**src/rtl/image_bank.sv**
```systemverilog
// Multi-slot frame store with a registered display output. Writes land in a slot
// at the sampling edge; display switches between slots only on frame_tick.
module image_bank #(
  parameter int SCREEN_SIZE = 8,
  parameter int NUM_SLOTS   = 2,
  parameter int SLOT_BITS   = 1,
  localparam int WIDTH      = SCREEN_SIZE * 8
) (
  input  logic                 clk,
  input  logic                 rst,
  input  logic                 draw,
  input  logic [1:0]           draw_mode,
  input  logic [SLOT_BITS-1:0] draw_slot,
  input  logic [WIDTH-1:0]     draw_image,
  input  logic                 show,
  input  logic [SLOT_BITS-1:0] show_slot,
  input  logic                 frame_tick,
  output logic [WIDTH-1:0]     image,
  output logic [SLOT_BITS-1:0] shown_slot,
  output logic                 show_pending,
  output logic                 draw_ack
);

  typedef enum logic [1:0] {
    MODE_LOAD  = 2'b00,
    MODE_OR    = 2'b01,
    MODE_ERASE = 2'b10,
    MODE_CLEAR = 2'b11
  } mode_e;

  localparam logic [SLOT_BITS:0] SLOT_LIMIT = (SLOT_BITS + 1)'(NUM_SLOTS);

  logic [WIDTH-1:0]     slots_q [NUM_SLOTS];
  logic [WIDTH-1:0]     slots_d [NUM_SLOTS];
  logic [WIDTH-1:0]     image_q, image_d;
  logic [SLOT_BITS-1:0] shown_q, shown_d;
  logic [SLOT_BITS-1:0] pend_slot_q, pend_slot_d;
  logic                 pend_q, pend_d;
  logic                 ack_q, ack_d;

  logic                 wr_en;
  logic                 show_ok;
  logic [WIDTH-1:0]     wr_val;

  assign wr_en   = draw && ({1'b0, draw_slot} < SLOT_LIMIT);
  assign show_ok = show && ({1'b0, show_slot} < SLOT_LIMIT);

  always_comb begin
    // NOTE: every always_comb output gets a default first so no path can infer a latch.
    slots_d     = slots_q;
    shown_d     = shown_q;
    pend_d      = pend_q;
    pend_slot_d = pend_slot_q;
    ack_d       = wr_en;
    wr_val      = '0;

    if (wr_en) begin
      case (mode_e'(draw_mode))
        MODE_LOAD:  wr_val = draw_image;
        MODE_OR:    wr_val = slots_q[draw_slot] | draw_image;
        MODE_ERASE: wr_val = slots_q[draw_slot] & ~draw_image;
        default:    wr_val = '0;
      endcase
      slots_d[draw_slot] = wr_val;
    end

    // A request arriving with the tick supersedes any older pending one.
    if (frame_tick) begin
      if (show_ok) begin
        shown_d = show_slot;
        pend_d  = 1'b0;
      end else if (pend_q) begin
        shown_d = pend_slot_q;
        pend_d  = 1'b0;
      end
    end else if (show_ok) begin
      pend_slot_d = show_slot;
      pend_d      = 1'b1;
    end

    // Mirror the post-edge contents of the post-edge slot, so same-cycle writes show up.
    image_d = slots_d[shown_d];
  end

  always_ff @(posedge clk) begin
    // NOTE: sequential state uses non-blocking assignments so all registers update together.
    if (rst) begin
      // NOTE: the slot storage is reset because a cleared bank is architecturally visible.
      for (int i = 0; i < NUM_SLOTS; i++) slots_q[i] <= '0;
      image_q     <= '0;
      shown_q     <= '0;
      pend_slot_q <= '0;
      pend_q      <= 1'b0;
      ack_q       <= 1'b0;
    end else begin
      slots_q     <= slots_d;
      image_q     <= image_d;
      shown_q     <= shown_d;
      pend_slot_q <= pend_slot_d;
      pend_q      <= pend_d;
      ack_q       <= ack_d;
    end
  end

  assign image        = image_q;
  assign shown_slot   = shown_q;
  assign show_pending = pend_q;
  assign draw_ack     = ack_q;

endmodule

```
**config.mk**
```make
export PLATFORM = sky130hd
export DESIGN_NAME = image_bank
export DESIGN_NICKNAME = d
export VERILOG_FILES = /design/src/rtl/image_bank.sv
export SDC_FILE = /design/constraint.sdc
export NUM_CORES = 1
export LEC_CHECK = 0
export ABC_AREA = 1
export CAP_MARGIN = 10
export CORE_ASPECT_RATIO = 0.6
export CORE_MARGIN = 1
export CORE_UTILIZATION = 50
export DETAILED_ROUTE_END_ITERATION = 12
export HOLD_SLACK_MARGIN = 0.02
export PLACE_DENSITY = 0.77
export SYNTH_ARGS = -nofsm -noshare
export SYNTH_HDL_FRONTEND = slang
export SYNTH_SLANG_ARGS = --single-unit
```
**constraint.sdc**
```tcl
create_clock -name clk -period 1.5 [get_ports clk]
set_input_delay 0.45 -clock clk [delete_from_list [all_inputs] [get_ports clk]]
set_output_delay 0.45 -clock clk [all_outputs]
set_load 0.05 [all_outputs]
```
==> results by group, run 1 <==
Yosys
  – Syn_nets: 1674
  – Syn Area/Cell: 6.112 um^2
  – Synth Flop Type: dfxtp_1
  – Warnings, synthesis: 0
  – Top post-synthesis cells by area: dfxtp_1 40%, nand2_1 18%, nor2_1 15%
  – Cell variety after synth: 19
  – Syn Inst Count: 1601
  – Synth top area share: 40.10%
  – Xor/xnor share of the synthesized area: 0%
  – Synth Area in Compound Gates: 6.521%
  – #FFs+latches synth: 196
  – Post-synth EDFFs: 0
  – Post-synthesis simple-gate area fraction: 42.54%
  – Share of synthesized flip-flops with an asynchronous set or reset: 0%
  – Synth top cells by count: 457 x nand2_1, 383 x nor2_1, 196 x dfxtp_1
  – Synth Area in Adders: 0%
  – Sequential-to-total area share from yosys stat: 40.10%
  – Dominant cell type by area after synthesis: dfxtp_1
  – Top-count cell post-synth: nand2_1
  – Mux share of post-synthesis cell area: 0%
  – Post-synthesis cell area: 9786 um^2
  – Largest family of logic cells by synthesized area: simple AND/OR/NAND/NOR gates

STA
  – Slew HR: 79.03%
  – RSZ-0062 raised after global routing: true
  – Crit path time final: 1.497 ns
  – Slew @ Worst Pin: 0.3146 ns
  – Max Clock Skew: 0.007039 ns
  – Hold slack: 0.3410 ns
  – Slew Viols, Final: 0
  – Final number of hold-violating endpoints: 0
  – F_max: 668.0 MHz
  – Setup-failing EPs final: 0
  – Final period util: 99.79%
  – Total Neg Setup Slack: 0 ns

Power and ir drop
  – Pwr dens: 1135 nW/um^2
  – Pleak: 6.794 nW
  – Worst vdd ir: 0.9217 mV

Placement
  – Placed instance area: 12350 um^2
  – PortBufs: 139
  – Final Wtd Congestion: 0.8064
  – HPWL Detailed: 18.17 mm

CTS
  – Max Root-Sink Buffers: 2
  – CTS Buf Count: 17
  – CTS tree: yes
  – Clock sink count: 196
  – Root buffer cell: clkbuf_16
  – Max H-tree Level: 4
  – Clock Latency Late Sink: 0.45 ns
  – Clk slew on worst S/H paths: 0.07 ns

Final layout
  – Ratio of cells with drive above 1 in the final layout: 11.49%
  – Area growth syn-to-layout: 37.54%
  – Post-route cell area: 13460 um^2
  – Total Nets Final: 1810
  – Fillers: 1511

Global routing
  – Met3 usage: 5.782%
  – Pin count of the biggest net entering global routing: 63
  – Vias in the first global route: 9825
  – GRT overflow: 0
  – Global Route met2 Usage: 50.82%
  – Busiest metal layer after global routing: met2
  – Initial antenna violation count: 2
  – Grt met1 use: 38.18%
  – First-pass GRT wire length: 47.68 mm
  – GRT Util Overall: 30.03%

Floorplanning
  – Core area: 19080 um^2
  – Top-level I/O count: 140
  – Initial core utilization: 51.29%
  – Die footprint: 20150 um^2
  – Chip height: 110.4 um
  – Rows: 39
  – Die W: 182.6 um

Critical path
  – Slowest stage delay, CP: 0.43 ns
  – Worst Path Buf+Inv: 1
  – Top cell family by delay on the critical path: flip-flops
  – Critical Path Slowest Stage Cell: dfxtp_1
  – Worst-path fanout max: 1
  – Crit path DAT: 1.05 ns
  – R2R setup slack: 0.06 ns
  – Type of the worst setup path: register to output pin
  – Crit path required time: 1.05 ns
  – Worst setup SP type: register
  – Critical path, cell by cell: buf_12
  – Crit path capture type: output pin

Detailed routing
  – Post-detailed-route count of antenna-violating nets: 0
  – Vias per cell: 5.321
  – DR WL/cell: 14.94 um
  – Final wirelength: 30.12 mm
  – Via count: 10732
  – Detailed-route DRC error count: 0
  – DRC violation total after the first TritonRoute iteration: 1076
  – 1st-pass router iterations: 6

Job
  – Max-Cap Viols: 0

Min path
  – Worst hold path type: input pin to register

Status
  – Outcome: completed
==> metrics by stage <==
| step | worst slack, ns | total power [mW] | instances | util [%] |
|---|---|---|---|---|
| after floorplan | 0.03875 | 8.120 | 1601 | - |
| after global placement | -0.5717 | 9.793 | 1968 | 64.71 |
| after detailed placement | -0.6116 | 9.850 | 1968 | 64.71 |
| after CTS | 0.006368 | 15.19 | 2011 | 69.79 |
| after global routing | -0.02208 | 15.86 | 2016 | 70.53 |
| final | 0.003084 | 15.27 | 2017 | 70.54 |
==> state kept, by name, indices dropped and copies added (netlist names) <==
name and count:
image 64, show_pending 1, pend_slot_q 1, draw_ack 1
shown_slot 1, slots_q 128
==> final timing paths <==
path / endpoint / from / cells after the start
max: image[32] / image[32] / 1
min: pend_slot_q / show / 3
max reg2reg: image[58] / show_pending / 8
min reg2reg: slots_q[33] / slots_q[33] / 2
==> timing repair <==
action,in CTS,in global routing
gates cloned,6,2
gates resized for setup,18,25
setup endpoints to repair,97,59
buffers inserted,6,2
hold buffers,0,0
pin swaps,3,5
==> cells in the final DEF, fill, tap and decap left out, types with 2 or more instances in the layout <==
cell type / instances
inv_2: 3
buf_2: 2
dfxtp_1: 191
nand2_2: 4
clkdlybuf4s50_1: 64
bufinv_16: 6
dfxtp_2: 4
clkinvlp_4: 5
nor2_2: 6
nand3_1: 192
diode_2: 2
clkbuf_16: 19
buf_12: 92
dlygate4sd2_1: 4
buf_6: 8
nor2_1: 376
inv_1: 137
nand2_1: 453
buf_4: 34
or2_1: 3
a21oi_1: 125
buf_16: 5
==> kinds of logic (layout without fill, tap and decap cells) <==
group / count (synthesis) / in the layout
AND/OR/NAND/NOR: 1040 / 1040
buffers and inverters: 238 / 386
flip-flops: 196 / 196
AO/OA/AOI/OAI: 127 / 127
other: 0 / 2
==> final cells by class <==
class                   count  area [um^2]  area share (%)
clock buffers              18        439.2           3.263
inverters                 141        531.8           3.951
diodes                      2        5.005         0.03718
well taps                 266        332.8           2.473
repair buffers            214         3113           23.13
clock inverters            13        231.5           1.720
flip-flops and latches    196         3933           29.22
multi-input cells        1167         4873           36.21
==> metal layers <==
layer	vias up	share of wire, %
met5	-	0
met4	0	2.1
met3	63	10
met2	595	45
met1	4854	42
li1	5220	-
==> worst min-delay path: stages <==
cell      delay, ns
clkbuf_2       0.13
a21oi_1        0.08
nor2_1         0.09
==> where the power goes <==
part | switching [mW] | internal (mW) | leakage, nW | total [mW]
sequential | 0.303 | 5.62 | 1.62 | 5.92
combinational | 2.30 | 1.81 | 4.87 | 4.11
clock | 2.08 | 3.16 | 0.310 | 5.24
total | 4.68 | 10.6 | 6.79 | 15.3
Power figures use the tool's default switching activity.
==> inputs of run 2 (changes only) <==
--- a/config.mk
+++ b/config.mk
@@ -13,6 +13,7 @@
 export DETAILED_ROUTE_END_ITERATION = 12
 export HOLD_SLACK_MARGIN = 0.02
 export PLACE_DENSITY = 0.77
+export SETUP_SLACK_MARGIN = 0.2
 export SYNTH_ARGS = -nofsm -noshare
 export SYNTH_HDL_FRONTEND = slang
 export SYNTH_SLANG_ARGS = --single-unit
==> run 2 against run 1 <==
The flow now finishes with violations (setup timing). Total power shrank 0.85%. Wire length grew 10%. Core utilization grew 4.0 points. First-iteration DRC count grew 18%. Non-clock buffer count grew 22. Global-route usage grew 0.92 points. Clock power shrank 9.9%. Register-to-register slack lost 0.11 ns. Sequential cell count is the same. Combinational power grew 8.5%.
==> results by group, run 2 (synthesis results as in run 1) <==
Status
  – Outcome: finished with violations
  – Failing checks: setup timing

Critical path
  – Crit path capture type: register
  – Type of the worst setup path: register to register
  – Critical path, cell by cell: nor2_4 > o21bai_1 > buf_4 > and2_4 > buf_12 > nand3_1 > nand2_2 > inv_1
  – Worst-path fanout max: 14 (+13)
  – Crit path DAT: 1.89 ns (+0.84 ns)
  – Slowest stage delay, CP: 0.37 ns (-0.06 ns)
  – Crit path required time: 1.84 ns (+0.79 ns)
  – R2R setup slack: -0.05 ns (-0.11 ns)
  – Worst setup SP type: register
  – Critical Path Slowest Stage Cell: dfxtp_4
  – Register-to-Register Path Depth: 8 (unchanged)

Final layout
  – Commonest non-fill, non-tap cell in the layout: nand2_1
  – Most frequent cells in the layout: 394 x nand2_1, 376 x nor2_1, 174 x nand3_1
  – Total Nets Final: 1832 (+1.2%)
  – Top reg by flops: slots_q
  – Utilization after layout: 74.52% (+4.0 points)
  – # diodes: 0 (-2)
  – Final Non-Filler Cells: 2035 (+0.89%)
  – Area growth syn-to-layout: 45.30%
  – Ratio of cells with drive above 1 in the final layout: 21.09% (+9.6 points)
  – Max reg flops: 128 (unchanged)

Floorplanning
  – Top-level I/O count: 140 (unchanged)
  – Die W: 182.6 um (unchanged)
  – Rows: 39 (unchanged)
  – Core area: 19080 um^2 (unchanged)
  – Die footprint: 20150 um^2 (unchanged)
  – Initial core utilization: 51.29% (unchanged)
  – Chip height: 110.4 um (unchanged)

STA
  – RSZ-0062 raised after global routing: true
  – F_max: 645.5 MHz (-3.4%)
  – Final number of hold-violating endpoints: 0 (unchanged)
  – Slew Viols, Final: 0 (unchanged)
  – Slew HR: 81.48% (+2.5 points)
  – Max Clock Skew: 0.006828 ns (-0.0002110 ns)
  – Hold slack: 0.3798 ns (+0.03881 ns)
  – Slew @ Worst Pin: 0.2769 ns (-0.03768 ns)
  – Final worst slack: -0.04917 ns (-0.05225 ns)
  – Final period util: 103.3% (+3.5 points)
  – Setup-failing EPs final: 9 (+9)
  – Crit path time final: 1.549 ns (+0.05225 ns)

Placement
  – Final Wtd Congestion: 0.8482 (+5.2%)
  – PortBufs: 139 (unchanged)
  – Inst Count DP: 1977 (+0.46%)
  – HPWL Detailed: 18.35 mm (+0.99%)

Power and ir drop
  – Worst vdd ir: 0.8762 mV (-4.9%)
  – Sw Pwr: 4.816 mW (+2.8%)
  – Int Pwr: 10.33 mW (-2.5%)
  – Sequential Power Share: 39.4% (+0.6 points)
  – Power share of the clock group: 31.2% (-3.1 points)
  – Pleak: 7.064 nW (+4.0%)
  – Switching portion of total power: 31.80% (+1.1 points)
  – Pwr dens: 1065 nW/um^2 (-6.1%)
  – Part of the power in combinational logic: 29.5% (+2.6 points)

CTS
  – CTS Buf Count: 17 (unchanged)
  – CTS tree: yes
  – Clock sink count: 196 (unchanged)
  – Clk slew on worst S/H paths: 0.07 ns (about the same)
  – Root buffer cell: clkbuf_16
  – Max Root-Sink Buffers: 2 (unchanged)
  – Cts hold-fix bufs: 0 (unchanged)
  – Clock Latency Late Sink: 0.45 ns (about the same)
  – Max H-tree Level: 4 (unchanged)

Min path
  – Worst hold path type: input pin to register
  – Worst hold path cell count: 3 (unchanged)

Detailed routing
  – Post-detailed-route count of antenna-violating nets: 0 (unchanged)
  – DRC violation total after the first TritonRoute iteration: 1274 (+18%)
  – DR WL/cell: 16.29 um (+9.1%)
  – Vias per cell: 5.406 (+1.6%)
  – Detailed-route DRC error count: 0 (unchanged)
  – 1st-pass router iterations: 5 (-1)
  – Final wirelength: 33.15 mm (+10%)
  – Via count: 11001 (+2.5%)

Job
  – Max-Cap Viols: 0 (unchanged)

Global routing
  – GRT Util Overall: 30.95% (+0.92 points)
  – GRT overflow: 0 (unchanged)
  – Vias in the first global route: 9986 (+1.6%)
  – First-pass GRT wire length: 49.22 mm (+3.2%)
  – Initial antenna violation count: 0 (-2)
  – Pin count of the biggest net entering global routing: 55 (-13%)
[run 2: cell types whose count changed in the layout (fill, tap and decap cells not counted), sizes merged]
cell           before  now
clkinvlp            5    4
dlygate4sd2         4    3
diode               2    0
dlymetal6s2s        0    4
clkdlybuf4s50      64   60
inv               141  140
clkbuf             21   30
buf               142  158
clkdlybuf4s15       0    1
bufinv              6    3
[run 2: power by group through the flow]
stage / Sequential [mW] / Clock, mW / Combinational (mW)
finish: 5.96 / 4.72 / 4.46
detailed placement: 6.02 / 0 / 3.90
CTS: 5.95 / 4.75 / 4.18
global route: 5.99 / 4.98 / 4.74
global placement: 6.02 / 0 / 3.84
floorplan: 6.60 / 0 / 1.56
[run 2: through the flow]
stage,power (mW),setup TNS (ns),area [um^2],setup slack (ns)
floorplan,8.163,0,9933,0.1325
global placement,9.855,-89.18,12570,-0.6031
detailed placement,9.924,-94.76,12570,-0.6552
CTS,14.88,0,13780,0.02227
global route,15.71,-1.568,14220,-0.08411
finish,15.14,-0.1143,14220,-0.04917
[run 2: path summary, 6_finish.rpt]
path / startpoint / to
max: show_pending / image[37]
max reg2reg: show_pending / image[37]
min reg2reg: pend_slot_q / pend_slot_q
min: rst / slots_q[0]
[run 2: layout make-up]
type | instances | area, um^2
Tap cell | 266 | 332.8
Multi-Input combinational cell | 1167 | 5199
Timing Repair Buffer | 236 | 3533
Fill cell | 1338 | 4861
Clock inverter | 8 | 128.9
Clock buffer | 21 | 460.4
Inverter | 141 | 539.3
Sequential cell | 196 | 4025
[run 2: repair_timing]
| item | 4_1_cts | 5_1_grt |
|---|---|---|
| pin swaps | 30 | 25 |
| gates resized for setup | 133 | 89 |
| setup buffers | 11 | 3 |
| gates cloned | 8 | 8 |
| endpoints found under the setup margin | 260 | 188 |
[run 2: critical path: cells and delay by family, from the launching register on]
kind                   cells  cell delay [ns]
and+or+nand+nor            4             0.50
buffers and inverters      3             0.39
DFF                        1             0.37
AOI/OAI and AO/OA          1             0.18
[run 2: metal layers]
| metal | share of wire (%) | wire (um) | vias to the layer above | global-route usage (%) |
|---|---|---|---|---|
| met5 | 0 | 0 | - | 0 |
| met4 | 2.5 | 834 | 0 | 13.09 |
| met3 | 11 | 3631 | 84 | 4.731 |
| met2 | 46 | 15160 | 672 | 51.39 |
| met1 | 41 | 13520 | 4969 | 40.56 |
| li1 | - | - | 5276 | - |
==> inputs of run 3 (changes only) <==
--- a/config.mk
+++ b/config.mk
@@ -11,6 +11,7 @@
 export CORE_MARGIN = 1
 export CORE_UTILIZATION = 50
 export DETAILED_ROUTE_END_ITERATION = 12
+export GPL_TIMING_DRIVEN = 0
 export HOLD_SLACK_MARGIN = 0.02
 export PLACE_DENSITY = 0.77
 export SETUP_SLACK_MARGIN = 0.2
==> run 3 against run 2 <==
The flow now finishes without violations. Global-route usage decreased by 0.61 points. Register-to-register slack improved by 0.05 ns. Total power decreased by 1.6%. Worst hold slack got worse by 0.053 ns. Clock-buffer cell count decreased by 3. Clock skew increased by 0.0052 ns. Die area unchanged. Largest cell class unchanged. Largest power group unchanged.
==> results by group, run 3 (synthesis results as in run 1) <==
Status
  – Outcome: completed

Critical path
  – Type of the worst setup path: register to register
  – Crit path required time: 1.90 ns (+0.06 ns)
  – Worst-path fanout max: 5 (-9)
  – Worst setup SP type: register
  – Crit path capture type: register
  – Crit path DAT: 1.90 ns (about the same)

STA
  – Crit path time final: 1.494 ns (-0.05481 ns)
  – Final period util: 99.62% (-3.7 points)
  – Max Clock Skew: 0.01207 ns (+0.005239 ns)
  – Slew HR: 63.96% (-18 points)
  – Final number of hold-violating endpoints: 0 (unchanged)
  – RSZ-0062 raised after global routing: true
  – Final worst slack: 0.005646 ns (+0.05481 ns)
  – Slew @ Worst Pin: 0.5406 ns (+0.2637 ns)
  – Setup-failing EPs final: 0 (-9)
  – Slew Viols, Final: 0 (unchanged)
  – F_max: 669.2 MHz (+3.7%)

Power and ir drop
  – Part of the power in combinational logic: 29.4% (about the same)
  – Power share of the clock group: 31.0% (-0.2 points)
  – Int Pwr: 9.691 mW (-6.2%)
  – Pleak: 6.999 nW (-0.93%)
  – Sequential Power Share: 39.6% (+0.2 points)
  – Worst vdd ir: 0.8293 mV (-5.3%)
  – Switching portion of total power: 34.97% (+3.2 points)
  – Sw Pwr: 5.211 mW (+8.2%)
  – Pwr dens: 1062 nW/um^2 (-0.30%)

Detailed routing
  – Final wirelength: 33.46 mm (+0.95%)
  – Via count: 11206 (+1.9%)
  – Vias per cell: 5.458 (+0.97%)
  – DRC violation total after the first TritonRoute iteration: 1279 (+0.39%)
  – Detailed-route DRC error count: 0 (unchanged)
  – DR WL/cell: 16.30 um (about the same)
  – Post-detailed-route count of antenna-violating nets: 0 (unchanged)
  – 1st-pass router iterations: 6 (+1)

Placement
  – Placed instance area: 11650 um^2 (-7.3%)
  – DP Worst Slack: -0.8180 ns (-0.1628 ns)
  – HPWL Detailed: 20.10 mm (+9.6%)
  – Final Wtd Congestion: 0.8952 (+5.5%)
  – PortBufs: 138 (-0.72%)

CTS
  – Root buffer cell: clkbuf_16
  – Clock sink count: 196 (unchanged)
  – CTS Buf Count: 17 (unchanged)
  – Max Root-Sink Buffers: 2 (unchanged)
  – Clk slew on worst S/H paths: 0.08 ns (about the same)
  – CTS tree: yes
  – Clock Latency Late Sink: 0.46 ns (about the same)
  – Cts hold-fix bufs: 0 (unchanged)
  – Max H-tree Level: 4 (unchanged)

Floorplanning
  – Top-level I/O count: 140 (unchanged)
  – Core area: 19080 um^2 (unchanged)
  – Die W: 182.6 um (unchanged)
  – Die footprint: 20150 um^2 (unchanged)
  – Chip height: 110.4 um (unchanged)
  – Rows: 39 (unchanged)
  – Initial core utilization: 51.29% (unchanged)

Global routing
  – GRT Util Overall: 30.34% (-0.61 points)
  – Initial antenna violation count: 0 (unchanged)
  – Vias in the first global route: 9585 (-4.0%)
  – Pin count of the biggest net entering global routing: 20 (-64%)
  – GRT overflow: 0 (unchanged)
  – First-pass GRT wire length: 47.47 mm (-3.6%)

Job
  – Max-Cap Viols: 0 (unchanged)

Final layout
  – Most frequent cells in the layout: 384 x nand2_1, 371 x nor2_1, 132 x nand3_1
  – Fillers: 1401 (+4.7%)
  – Ratio of cells with drive above 1 in the final layout: 26.08% (+5.0 points)
  – Commonest non-fill, non-tap cell in the layout: nand2_1
  – Max reg flops: 128 (unchanged)
  – # diodes: 0 (unchanged)
  – Area growth syn-to-layout: 43.42%
  – Post-route cell area: 14030 um^2 (-1.3%)
  – Top reg by flops: slots_q
  – Total Nets Final: 1847 (+0.82%)

Min path
  – Worst hold path type: input pin to register
-- run 3: changes by cell type in the layout (fill, tap and decap cells not counted), sizes merged --
| cell | previous run | this run |
|---|---|---|
| clkbuf | 30 | 46 |
| inv | 140 | 152 |
| buf | 158 | 154 |
| bufinv | 3 | 0 |
| clkdlybuf4s50 | 60 | 63 |
| clkinvlp | 4 | 1 |
| dlymetal6s2s | 4 | 1 |
| clkdlybuf4s15 | 1 | 3 |
| bufbuf | 1 | 0 |
| dlygate4sd2 | 3 | 2 |
-- run 3: worst max-delay path: stages (launching register included) --
cell	delay [ns]
dfxtp_2	0.33
nand3b_1	0.15
nand2_1	0.10
nand2_2	0.08
and2_4	0.17
buf_12	0.12
buf_16	0.14
buf_16	0.14
nand3_2	0.05
nand2_1	0.07
inv_1	0.08
-- run 3: power by group through the flow --
stage                     logic (mW)  clock network [mW]  registers (mW)
after floorplan                 1.56                   0            6.60
after global routing            4.66                4.84            5.94
after detailed placement        3.41                   0            5.88
final                           4.39                4.62            5.90
after global placement          3.37                   0            5.87
after CTS                       3.77                4.60            5.85
-- run 3: cell type report --
type | count | area (um^2) | share of cell area (%)
Tap cell | 266 | 332.8 | 2.371
Timing Repair Buffer | 154 | 2028 | 14.45
Multi-Input combinational cell | 1167 | 5580 | 39.76
Clock buffer | 18 | 439.2 | 3.129
Sequential cell | 196 | 4011 | 28.58
Buffer | 97 | 975.9 | 6.954
Inverter | 141 | 536.8 | 3.825
Clock inverter | 14 | 130.1 | 0.9272
-- run 3: worst paths after layout --
kind | slack [ns] | startpoint | endpoint | depth (start not counted)
min | 0.33 | show | pend_slot_q | 3
max | 0.006 | pend_slot_q | image[58] | 10
max reg2reg | 0.006 | pend_slot_q | image[58] | 10
min reg2reg | 0.50 | pend_slot_q | pend_slot_q | 2
-- run 3: layer usage --
metal,share of wire [%],GRT usage [%],routed length (um),up-vias
li1,-,-,-,5323
met1,42,41.19,14180,5132
met2,44,48.69,14820,662
met3,11,6.078,3560,89
met4,2.7,9.724,894,0
met5,0,0,0,-
-- run 3: stage by stage --
stage | total power [mW] | hold slack, ns | cells | util, % | setup TNS, ns
2_1_floorplan | 8.163 | 0.4426 | 1601 | - | 0
3_3_place_gp | 9.239 | 0.4768 | 2005 | 61.05 | -130.52
3_5_place_dp | 9.288 | 0.4810 | 2005 | 61.05 | -133.47
4_1_cts | 14.22 | 0.3206 | 2045 | 67.68 | 0
5_1_grt | 15.43 | 0.3400 | 2053 | 73.56 | -0.3603
6_report | 14.90 | 0.3264 | 2053 | 73.56 | 0
-- run 3: what timing repair did --
item | in CTS | in global routing
cloned | 4 | 7
endpoints found under the setup margin | 260 | 201
setup buffers | 4 | 1
resized for setup | 678 | 280
pin swaps | 13 | 37
